## src/rtl/nmcu_scheduler.sv

```systemverilog
// Tile scheduler: walks one convolution layer's output plane in raster order and
// hands each output pixel to the lowest-index free NMCU, retiring units on done.
module nmcu_scheduler #(
  parameter int unsigned NUM_NMCUS     = 9,
  parameter int unsigned ADDR_WIDTH    = 16,
  parameter int unsigned MAX_INPUT_DIM = 15,
  localparam int unsigned DW           = $clog2(MAX_INPUT_DIM) + 1,
  localparam int unsigned PW           = 2 * DW
) (
  input  logic                            clk,
  input  logic                            rst,
  input  logic                            go,
  input  logic [ADDR_WIDTH-1:0]           input_base,
  input  logic [ADDR_WIDTH-1:0]           output_base,
  input  logic [ADDR_WIDTH-1:0]           desc_addr,
  input  logic [DW-1:0]                   in_width,
  input  logic [DW-1:0]                   in_height,
  input  logic [DW-1:0]                   kernel_dim,
  output logic [NUM_NMCUS-1:0]            start,
  output logic [ADDR_WIDTH-1:0]           nmcu_desc,
  output logic [NUM_NMCUS*ADDR_WIDTH-1:0] input_addr,
  output logic [NUM_NMCUS*ADDR_WIDTH-1:0] output_addr,
  input  logic [NUM_NMCUS-1:0]            done,
  output logic                            busy,
  output logic                            finished,
  output logic                            cfg_err,
  output logic [PW-1:0]                   pixels_done
);

  localparam logic [1:0] S_IDLE     = 2'd0;
  localparam logic [1:0] S_DISPATCH = 2'd1;
  localparam logic [1:0] S_DRAIN    = 2'd2;
  localparam logic [1:0] S_FINISH   = 2'd3;

  logic [1:0]                      state_q, state_d;
  logic [NUM_NMCUS-1:0]            start_q, start_d;
  logic [NUM_NMCUS-1:0]            unit_busy_q, unit_busy_d;
  logic [NUM_NMCUS*ADDR_WIDTH-1:0] in_addr_q, in_addr_d;
  logic [NUM_NMCUS*ADDR_WIDTH-1:0] out_addr_q, out_addr_d;
  logic [ADDR_WIDTH-1:0]           desc_q, desc_d;
  logic [ADDR_WIDTH-1:0]           ib_q, ib_d;
  logic [ADDR_WIDTH-1:0]           ob_q, ob_d;
  logic [DW-1:0]                   inw_q, inw_d;
  logic [DW-1:0]                   outw_q, outw_d;
  logic [DW-1:0]                   outh_q, outh_d;
  logic [DW-1:0]                   row_q, row_d;
  logic [DW-1:0]                   col_q, col_d;
  logic [PW-1:0]                   pix_q, pix_d;
  logic                            busy_q, busy_d;
  logic                            fin_q, fin_d;
  logic                            err_q, err_d;

  logic [NUM_NMCUS-1:0]            retire;
  logic [NUM_NMCUS-1:0]            free;
  logic [NUM_NMCUS-1:0]            grant;
  logic [PW-1:0]                   retire_cnt;
  logic [ADDR_WIDTH-1:0]           pix_in_addr;
  logic [ADDR_WIDTH-1:0]           pix_out_addr;

  // Next-state, dispatch and retire logic
  always_comb begin
    state_d     = state_q;
    start_d     = start_q;
    unit_busy_d = unit_busy_q;
    in_addr_d   = in_addr_q;
    out_addr_d  = out_addr_q;
    desc_d      = desc_q;
    ib_d        = ib_q;
    ob_d        = ob_q;
    inw_d       = inw_q;
    outw_d      = outw_q;
    outh_d      = outh_q;
    row_d       = row_q;
    col_d       = col_q;
    pix_d       = pix_q;
    err_d       = 1'b0;

    retire     = unit_busy_q & done;
    // A unit still showing a stale done is not offered new work.
    free       = ~unit_busy_q & ~done;
    grant      = free & (~free + NUM_NMCUS'(1));
    retire_cnt = '0;
    for (int k = 0; k < int'(NUM_NMCUS); k++) begin
      retire_cnt = retire_cnt + PW'(retire[k]);
    end
    pix_in_addr  = ib_q + ADDR_WIDTH'(row_q) * ADDR_WIDTH'(inw_q) + ADDR_WIDTH'(col_q);
    pix_out_addr = ob_q + ADDR_WIDTH'(row_q) * ADDR_WIDTH'(outw_q) + ADDR_WIDTH'(col_q);

    case (state_q)
      S_IDLE: begin
        if (go) begin
          if (kernel_dim == '0 || kernel_dim > in_width || kernel_dim > in_height) begin
            err_d = 1'b1;
          end else begin
            desc_d  = desc_addr;
            ib_d    = input_base;
            ob_d    = output_base;
            inw_d   = in_width;
            outw_d  = in_width - kernel_dim + DW'(1);
            outh_d  = in_height - kernel_dim + DW'(1);
            row_d   = '0;
            col_d   = '0;
            pix_d   = '0;
            state_d = S_DISPATCH;
          end
        end
      end
      S_DISPATCH: begin
        if (|grant) begin
          for (int k = 0; k < int'(NUM_NMCUS); k++) begin
            if (grant[k]) begin
              start_d[k]     = 1'b1;
              unit_busy_d[k] = 1'b1;
              in_addr_d[k*ADDR_WIDTH +: ADDR_WIDTH]  = pix_in_addr;
              out_addr_d[k*ADDR_WIDTH +: ADDR_WIDTH] = pix_out_addr;
            end
          end
          if (col_q == outw_q - DW'(1)) begin
            col_d = '0;
            row_d = row_q + DW'(1);
            if (row_q == outh_q - DW'(1)) begin
              state_d = S_DRAIN;
            end
          end else begin
            col_d = col_q + DW'(1);
          end
        end
      end
      S_DRAIN: begin
        if (unit_busy_q == '0) begin
          state_d = S_FINISH;
        end
      end
      S_FINISH: state_d = S_IDLE;
      default:  state_d = S_IDLE;
    endcase

    if (state_q != S_IDLE) begin
      start_d     = start_d & ~retire;
      unit_busy_d = unit_busy_d & ~retire;
      pix_d       = pix_q + retire_cnt;
    end

    fin_d  = (state_d == S_FINISH);
    busy_d = (state_d != S_IDLE);
  end

  // State and output registers
  always_ff @(posedge clk) begin
    if (rst) begin
      state_q     <= S_IDLE;
      start_q     <= '0;
      unit_busy_q <= '0;
      in_addr_q   <= '0;
      out_addr_q  <= '0;
      desc_q      <= '0;
      ib_q        <= '0;
      ob_q        <= '0;
      inw_q       <= '0;
      outw_q      <= '0;
      outh_q      <= '0;
      row_q       <= '0;
      col_q       <= '0;
      pix_q       <= '0;
      busy_q      <= 1'b0;
      fin_q       <= 1'b0;
      err_q       <= 1'b0;
    end else begin
      state_q     <= state_d;
      start_q     <= start_d;
      unit_busy_q <= unit_busy_d;
      in_addr_q   <= in_addr_d;
      out_addr_q  <= out_addr_d;
      desc_q      <= desc_d;
      ib_q        <= ib_d;
      ob_q        <= ob_d;
      inw_q       <= inw_d;
      outw_q      <= outw_d;
      outh_q      <= outh_d;
      row_q       <= row_d;
      col_q       <= col_d;
      pix_q       <= pix_d;
      busy_q      <= busy_d;
      fin_q       <= fin_d;
      err_q       <= err_d;
    end
  end

  assign start       = start_q;
  assign nmcu_desc   = desc_q;
  assign input_addr  = in_addr_q;
  assign output_addr = out_addr_q;
  assign busy        = busy_q;
  assign finished    = fin_q;
  assign cfg_err     = err_q;
  assign pixels_done = pix_q;

endmodule

```

## config.mk

```make
export PLATFORM = sky130hd
export DESIGN_NAME = nmcu_scheduler
export DESIGN_NICKNAME = d
export VERILOG_FILES = /design/src/rtl/nmcu_scheduler.sv
export SDC_FILE = /design/constraint.sdc
export NUM_CORES = 1
export LEC_CHECK = 0
export BUFFER_PORTS_ARGS = -buffer_cell sky130_fd_sc_hd__clkbuf_2
export CAP_MARGIN = 20
export CORE_ASPECT_RATIO = 1.75
export CORE_UTILIZATION = 56
export CTS_BUF_LIST = sky130_fd_sc_hd__clkbuf_4
export CTS_CLUSTER_SIZE = 12
export DETAILED_ROUTE_END_ITERATION = 7
export HOLD_SLACK_MARGIN = 0.12
export PLACE_DENSITY_LB_ADDON = 0.2
export SETUP_SLACK_MARGIN = 0.3
export SLEW_MARGIN = 40
export SYNTH_ARGS = -nofsm -noshare
export SYNTH_HDL_FRONTEND = slang
export SYNTH_SLANG_ARGS = --single-unit
export TNS_END_PERCENT = 30
```

## constraint.sdc

```tcl
create_clock -name clk -period 6.9 [get_ports clk]
set_input_delay 1.38 -clock clk [delete_from_list [all_inputs] [get_ports clk]]
set_output_delay 1.38 -clock clk [all_outputs]
set_load 0.005 [all_outputs]
```

==> results of run 1 <==
[synthesized netlist by cell type (all sizes together), types with 4 or more instances]
| cell type | n | area share [%] |
|---|---|---|
| a211oi | 95 | 4.0 |
| a21o | 12 | 0.50 |
| a21oi | 271 | 7.5 |
| a22oi | 6 | 0.28 |
| a311oi | 6 | 0.40 |
| a31oi | 5 | 0.17 |
| and2 | 45 | 1.6 |
| buf | 21 | 0.65 |
| clkbuf | 114 | 2.4 |
| dfxtp | 394 | 44 |
| fa | 50 | 5.6 |
| ha | 90 | 6.2 |
| inv | 112 | 2.3 |
| mux2i | 6 | 0.33 |
| nand2 | 456 | 9.5 |
| nand2b | 8 | 0.28 |
| nand3 | 14 | 0.39 |
| nand3b | 37 | 1.5 |
| nand4 | 8 | 0.28 |
| nor2 | 189 | 3.9 |
| nor2b | 4 | 0.14 |
| nor3 | 24 | 0.81 |
| nor4 | 8 | 0.65 |
| o211ai | 6 | 0.25 |
| o21a | 7 | 0.29 |
| o21ai | 42 | 1.2 |
| o21bai | 6 | 0.25 |
| o31ai | 21 | 0.87 |
| or2 | 6 | 0.21 |
| or3 | 5 | 0.17 |
| xnor2 | 24 | 1.2 |
| xor2 | 19 | 0.92 |
[state kept, by name, indices dropped and copies added, names as in the netlist, 9 cells and up]
signal       cells
pixels_done     10
start            9
input_addr     144
nmcu_desc       16
ib_q            16
ob_q            16
unit_busy_q      9
output_addr    144
[logic make-up after synthesis]
family          synth area share [%]
compound gates                  16.8
xor+xnor                        2.09
fa+ha+maj                       11.8
buf+inv                         5.36
flops                           43.7
mux                            0.333
simple gates                    19.9
[where the power goes]
group          switching [mW]  internal, mW  leakage, nW
Sequential             0.0473          2.32         3.18
Combinational           0.314         0.153         5.44
Clock                   0.880         0.902        0.649
Total                    1.24          3.37         9.27
[final cells by class]
| cell class | instances | share of cell area, % |
|---|---|---|
| Antenna cell | 4 | 0.0466 |
| Clock buffer | 131 | 4.58 |
| Clock inverter | 19 | 0.507 |
| Inverter | 112 | 1.96 |
| Multi-Input combinational cell | 1500 | 43.4 |
| Sequential cell | 394 | 36.7 |
| Tap cell | 396 | 2.31 |
| Timing Repair Buffer | 429 | 10.5 |
[worst reg2reg max path: cells and delay by family, from the launching register on]
kind	cells	cell delay [ns]
buffers and inverters	3	0.15
DFF	1	0.66
AOI/OAI and AO/OA	4	1.34
adders and majority gates	5	2.29
xor gates and xnor gates	1	0.62
and+or+nand+nor	2	0.25
[worst max path at each step]
stage                                   endpoint  slack, ns                   from  cells after the start
global route         input_addr[30]$_SDFFE_PP0P_       1.09  row_q[0]$_SDFFE_PP0P_                     15
detailed placement   input_addr[94]$_SDFFE_PP0P_       1.65  row_q[0]$_SDFFE_PP0P_                     15
global placement    input_addr[124]$_SDFFE_PP0P_       1.60  row_q[0]$_SDFFE_PP0P_                     15
finish               input_addr[30]$_SDFFE_PP0P_       1.43  row_q[2]$_SDFFE_PP0P_                     15
floorplan           input_addr[121]$_SDFFE_PP0P_       2.16  row_q[0]$_SDFFE_PP0P_                     16
CTS                  input_addr[30]$_SDFFE_PP0P_       1.41  row_q[0]$_SDFFE_PP0P_                     15
[through the flow]
step | cells | setup WS [ns] | utilization (%)
2_1_floorplan | 2141 | 2.16 | -
3_3_place_gp | 2829 | 1.60 | 64.0
3_5_place_dp | 2830 | 1.65 | 64.2
4_1_cts | 2980 | 1.41 | 67.7
5_1_grt | 2985 | 1.09 | 67.9
6_report | 2985 | 1.43 | 67.9
[per-layer routing]
layer  vias to the layer above  routed length (um)  GRT usage [%]
met5                         -                   0              0
met4                         0                3430           21.8
met3                       176                4050           6.54
met2                       678               27300           57.2
met1                      7778               19900           35.5
li1                       7980                   -              -
[cells in the final DEF, fill, tap and decap left out, types with 14 or more instances in the layout]
| cell type | instances |
|---|---|
| buf_4 | 27 |
| nand2_1 | 454 |
| a211oi_1 | 92 |
| fa_1 | 50 |
| dfxtp_1 | 394 |
| nor2_1 | 189 |
| ha_1 | 90 |
| nor3_1 | 19 |
| and2_1 | 44 |
| nand3_1 | 14 |
| clkbuf_2 | 399 |
| clkbuf_4 | 131 |
| inv_1 | 112 |
| o21ai_0 | 41 |
| a21oi_1 | 271 |
| xnor2_1 | 18 |
| nand3b_1 | 37 |
| o31ai_1 | 21 |
==> results.json, run 1 <==
{
  "path_max_fanout": 16,
  "ys_seq_elements": 394,
  "wirelength_um": 54700,
  "peakVddDrop_mv": 0.178,
  "syn-instance-count": 2141,
  "cts_resized": 0,
  "end_kind": "register",
  "p_leak_nw": 9.27,
  "yosysSeqAreaShare_pct": 43.7,
  "worstSkewPairLatency_ns": 0.79,
  "cp-start-kind": "register",
  "max_freq_ghz": 0.183,
  "cp_slowest_cell": "dfxtp_1",
  "vias": 16600,
  "rrSetupSlack_ns": 1.43,
  "hold-path-cell-count": 2,
  "worst-path-buf-inv": 3,
  "drive_gt1_share_pct": 23.5,
  "grt_pass1_wl_um": 82700,
  "first_global_vias": 15600,
  "die-area_mm2": 0.0329,
  "finalHoldViolCount": 0,
  "layout_min_cycle_time_ns": 5.47,
  "reg2reg_depth": 15,
  "core_mm2": 0.0316,
  "seq_area_mm2": 0.00789,
  "synth_edf_count": 0,
  "syn-num-nets": 2356,
  "fin_nets": 2742,
  "num_io_pins": 401,
  "synth_area_mm2": 0.0180,
  "holdWs_ns": 0.454,
  "final_cell_area_mm2": 0.0215,
  "track_usage_pct": 32.9,
  "min_to": "output_addr[72]$_SDFFE_PP0P_",
  "drc": 0,
  "slew_violations": 0,
  "skew_ns": 0.0436,
  "cp_top_family": "adder cells",
  "finalSetupTns_ns": 0,
  "period_share_pct": 79.3,
  "area_delta_synth_final_pct": 19.1,
  "worstReg2RegEnd": "input_addr[30]$_SDFFE_PP0P_",
  "grt_start_max_net_pins": 178,
  "cp.arrival_ns": 6.08,
  "cts_setup_buffers": 0,
  "grt-ovfl-total": 0,
  "path_clk_slew_ns": 0.07,
  "place_hpwl_um": 39300,
  "clock_path_buffers": 3,
  "avgSynthCellArea_um2": 8.42,
  "start_util_pct": 57.0,
  "cpPeakStageDelay_ns": 0.66,
  "die_height_um": 239,
  "antenna_found_initial": 4,
  "fp-row-count": 86,
  "status": "complete, no violations",
  "placed_area_mm2": 0.0203,
  "max_cap_violations": 0,
  "ant_nets": 0,
  "synth-async-reset-ratio_pct": 0,
  "tightest_slew_ns": 0.904,
  "slew_headroom_pct": 39.3,
  "powerDensity_mw_per_mm2": 215,
  "crit_type": "reg2reg",
  "min_path_type": "reg2reg",
  "clkSinkCount": 394,
  "vias_per_cell": 5.57,
  "ctsRootBufferMaster": "clkbuf_4",
  "synth_flop_cell": "dfxtp_1",
  "cp_common_cell": "fa_1",
  "synth_cell_types": 62,
  "cts_tree": "yes",
  "total_power_mw": 4.61,
  "place_congestion": 0.912,
  "rsz0062_at_grt": "no",
  "drt_iter0_markers": 1011,
  "required_ns": 7.51,
  "multi_input_area_mm2": 0.00931,
  "r2r_start": "row_q[2]$_SDFFE_PP0P_",
  "wl_per_cell_um": 18.3,
  "hold_buffers": 0,
  "numCtsBuffers": 90,
  "fillers": 2727,
  "h-tree-depth": 3,
  "crit_chain": "nand2_1 > fa_1 > fa_1 > inv_1 > fa_1 > inv_1 > fa_1 > inv_1 > ha_1 > a2111oi_0 > o21ai_0 > a211o_1 > nand4_1 > xor2_1 > a211oi_1",
  "firstDrtPassIters": 5,
  "min-delay-start": "output_addr[72]$_SDFFE_PP0P_",
  "synth_warnings": 0,
  "setup_violations": 0,
  "port-buffer-count": 400,
  "die_w_um": 138
}
No activity file was read; power rests on OpenSTA's default activity.
==> run 2, diff against run 1 <==
Settings changed: ABC_AREA set to 1, CORE_UTILIZATION 56 to 57.
Clock period 6.9 ns to 5.45 ns, I/O delays scaled along.
==> run 2 against run 1 <==
Net effect:
- die area is 2.9% higher
- via count rose by 9.8%
- critical path depth increased by 4
==> results.json, run 2 <==
{
  "synth_common_cells": "dfxtp_1, inv_1, nor2_1, nand2_1, o21ai_0",
  "layout_setup_ws_ns": 0.606,
  "path_max_fanout": 7,
  "max_freq_ghz": 0.206,
  "first_global_vias": 17700,
  "min_path_type": "reg2reg",
  "vias_per_cell": 5.44,
  "finalHoldViolCount": 0,
  "crit_type": "reg2reg",
  "clkSinkCount": 394,
  "die_w_um": 140,
  "finalSetupTns_ns": 0,
  "skew_ns": 0.0411,
  "synthDominantCellAreaShare_pct": 41.8,
  "cts_setup_buffers": 0,
  "end_kind": "register",
  "clock_path_buffers": 3,
  "synth_edf_count": 0,
  "place_worst_setup_slack_ns": 0.666,
  "p_leak_nw": 12.0,
  "num_io_pins": 401,
  "period_share_pct": 88.9,
  "grt-ovfl-total": 0,
  "path_clk_slew_ns": 0.08,
  "h-tree-depth": 3,
  "synthAdderAreaFrac_pct": 11.3,
  "ctsRootBufferMaster": "clkbuf_4",
  "cpPeakStageDelay_ns": 0.58,
  "synth-simple-area-share_pct": 20.4,
  "slew_violations": 0,
  "slew_headroom_pct": 42.0,
  "ys_seq_elements": 394,
  "place_hpwl_um": 43200,
  "wirelength_um": 60100,
  "grt_pass1_wl_um": 93700,
  "grt_start_max_net_pins": 179,
  "multi_input_area_mm2": 0.00899,
  "synth_top_family_by_area": "simple AND/OR/NAND/NOR gates",
  "final_common_cell": "clkbuf_2",
  "synth_largest_area_cell": "dfxtp_1",
  "tightest_slew_ns": 0.870,
  "port-buffer-count": 400,
  "drc": 0,
  "firstDrtPassIters": 6,
  "numCtsBuffers": 91,
  "synth_compound_area_share_pct": 14.4,
  "layout_min_cycle_time_ns": 4.84,
  "synth_flop_cell": "dfxtp_1",
  "cts_tree": "yes",
  "layout_common_cells": "clkbuf_2, dfxtp_1, inv_1, nor2_1, nand2_1",
  "crit_chain": "nand2_1 > fa_1 > fa_1 > inv_1 > fa_1 > inv_1 > fa_1 > inv_1 > ha_1 > nand3_1 > nand3_1 > nand2_1 > nand2_1 > nand2_1 > nand2_1 > nand2_1 > nand2_1 > o21ai_0 > inv_1",
  "synth_xor_area_share_pct": 1.44,
  "synth-async-reset-ratio_pct": 0,
  "cp_common_cell": "nand2_1",
  "die-area_mm2": 0.0339,
  "worstSkewPairLatency_ns": 0.84,
  "total_power_mw": 6.30,
  "start_util_pct": 58.2,
  "die_height_um": 243,
  "wl_per_cell_um": 17.9,
  "synth_warnings": 0,
  "core_mm2": 0.0324,
  "seq_area_mm2": 0.00789,
  "cp_slowest_cell": "fa_1",
  "status": "complete, no violations",
  "cp-start-kind": "register",
  "place_congestion": 0.901,
  "syn-instance-count": 2499,
  "yosysSeqAreaShare_pct": 41.8,
  "required_ns": 6.16,
  "avgSynthCellArea_um2": 7.56,
  "fillers": 2848,
  "cts_resized": 0,
  "ant_nets": 0,
  "yosys-top-cells-area": "dfxtp_1, inv_1, nor2_1, nand2_1, ha_1",
  "area_delta_synth_final_pct": 17.5,
  "synth_area_mm2": 0.0189,
  "max_cap_violations": 0,
  "peakVddDrop_mv": 0.224,
  "setup_violations": 0,
  "drt_iter0_markers": 1143,
  "rsz0062_at_grt": "no",
  "synth_cell_types": 40,
  "vias": 18200,
  "synth.most_common_cell": "dfxtp_1",
  "fin_nets": 3098,
  "antenna_found_initial": 3,
  "fp-row-count": 87,
  "syn-num-nets": 2714,
  "synth.area.mux_share_pct": 0,
  "track_usage_pct": 35.5,
  "drive_gt1_share_pct": 20.0,
  "hold_buffers": 0,
  "powerDensity_mw_per_mm2": 284,
  "cp.arrival_ns": 5.55
}
-- run 2: critical path: cells and delay by family (launching register included) --
family / cells / cell delay (ns)
adder cells (fa/ha/maj): 5 / 2.53
AO/OA/AOI/OAI: 1 / 0.28
flip-flops: 1 / 0.50
buffers and inverters: 4 / 0.22
AND/OR/NAND/NOR: 9 / 1.19
-- run 2: final timing paths --
check / start / to / slack [ns] / depth (start not counted)
worst max-delay path: inw_q[4]$_SDFFE_PP0P_ / input_addr[41]$_SDFFE_PP0P_ / 0.61 / 19
worst min register to register: output_addr[18]$_SDFFE_PP0P_ / output_addr[18]$_SDFFE_PP0P_ / 0.47 / 2
worst min-delay path: output_addr[18]$_SDFFE_PP0P_ / output_addr[18]$_SDFFE_PP0P_ / 0.47 / 2
worst max register to register: inw_q[4]$_SDFFE_PP0P_ / input_addr[41]$_SDFFE_PP0P_ / 0.61 / 19
-- run 2: report_power, final --
| part | internal, mW | total, mW | leakage, nW | switching, mW |
|---|---|---|---|---|
| Clock | 1.16 | 2.39 | 0.671 | 1.22 |
| Sequential | 2.98 | 3.06 | 3.19 | 0.0832 |
| Combinational | 0.270 | 0.853 | 8.13 | 0.583 |
| Total | 4.41 | 6.30 | 12.0 | 1.89 |
-- run 2: final cells by class --
cell class | count | share of cell area, %
flip-flops and latches | 394 | 35.6
clock buffers | 132 | 4.47
multi-input cells | 1581 | 40.5
inverters | 393 | 6.73
repair buffers | 422 | 9.77
diodes | 4 | 0.0451
well taps | 400 | 2.26
clock inverters | 27 | 0.682
-- run 2: per-stage QoR --
stage,hold WS [ns],util [%],area [um2],cells
6_report,0.465,68.4,22200,3353
5_1_grt,0.480,68.4,22200,3352
4_1_cts,0.465,68.4,22200,3349
3_5_place_dp,0.455,64.8,21000,3190
3_3_place_gp,0.443,64.8,21000,3190
2_1_floorplan,0.445,-,18900,2499
-- run 2: kinds of logic after synthesis --
logic type	after synthesis
XOR/XNOR	31
buffers and inverters	524
AO/OA/AOI/OAI	484
AND/OR/NAND/NOR	926
adder cells (fa/ha/maj)	140
flip-flops	394
-- run 2: per-layer routing --
layer  track usage, %  up-vias  share of wire (%)
met5                0        -                  0
met4             24.1        0                6.8
met3             8.54      205                7.7
met2             62.0      750                 49
met1             37.6     8507                 36
li1                 -     8777                  -
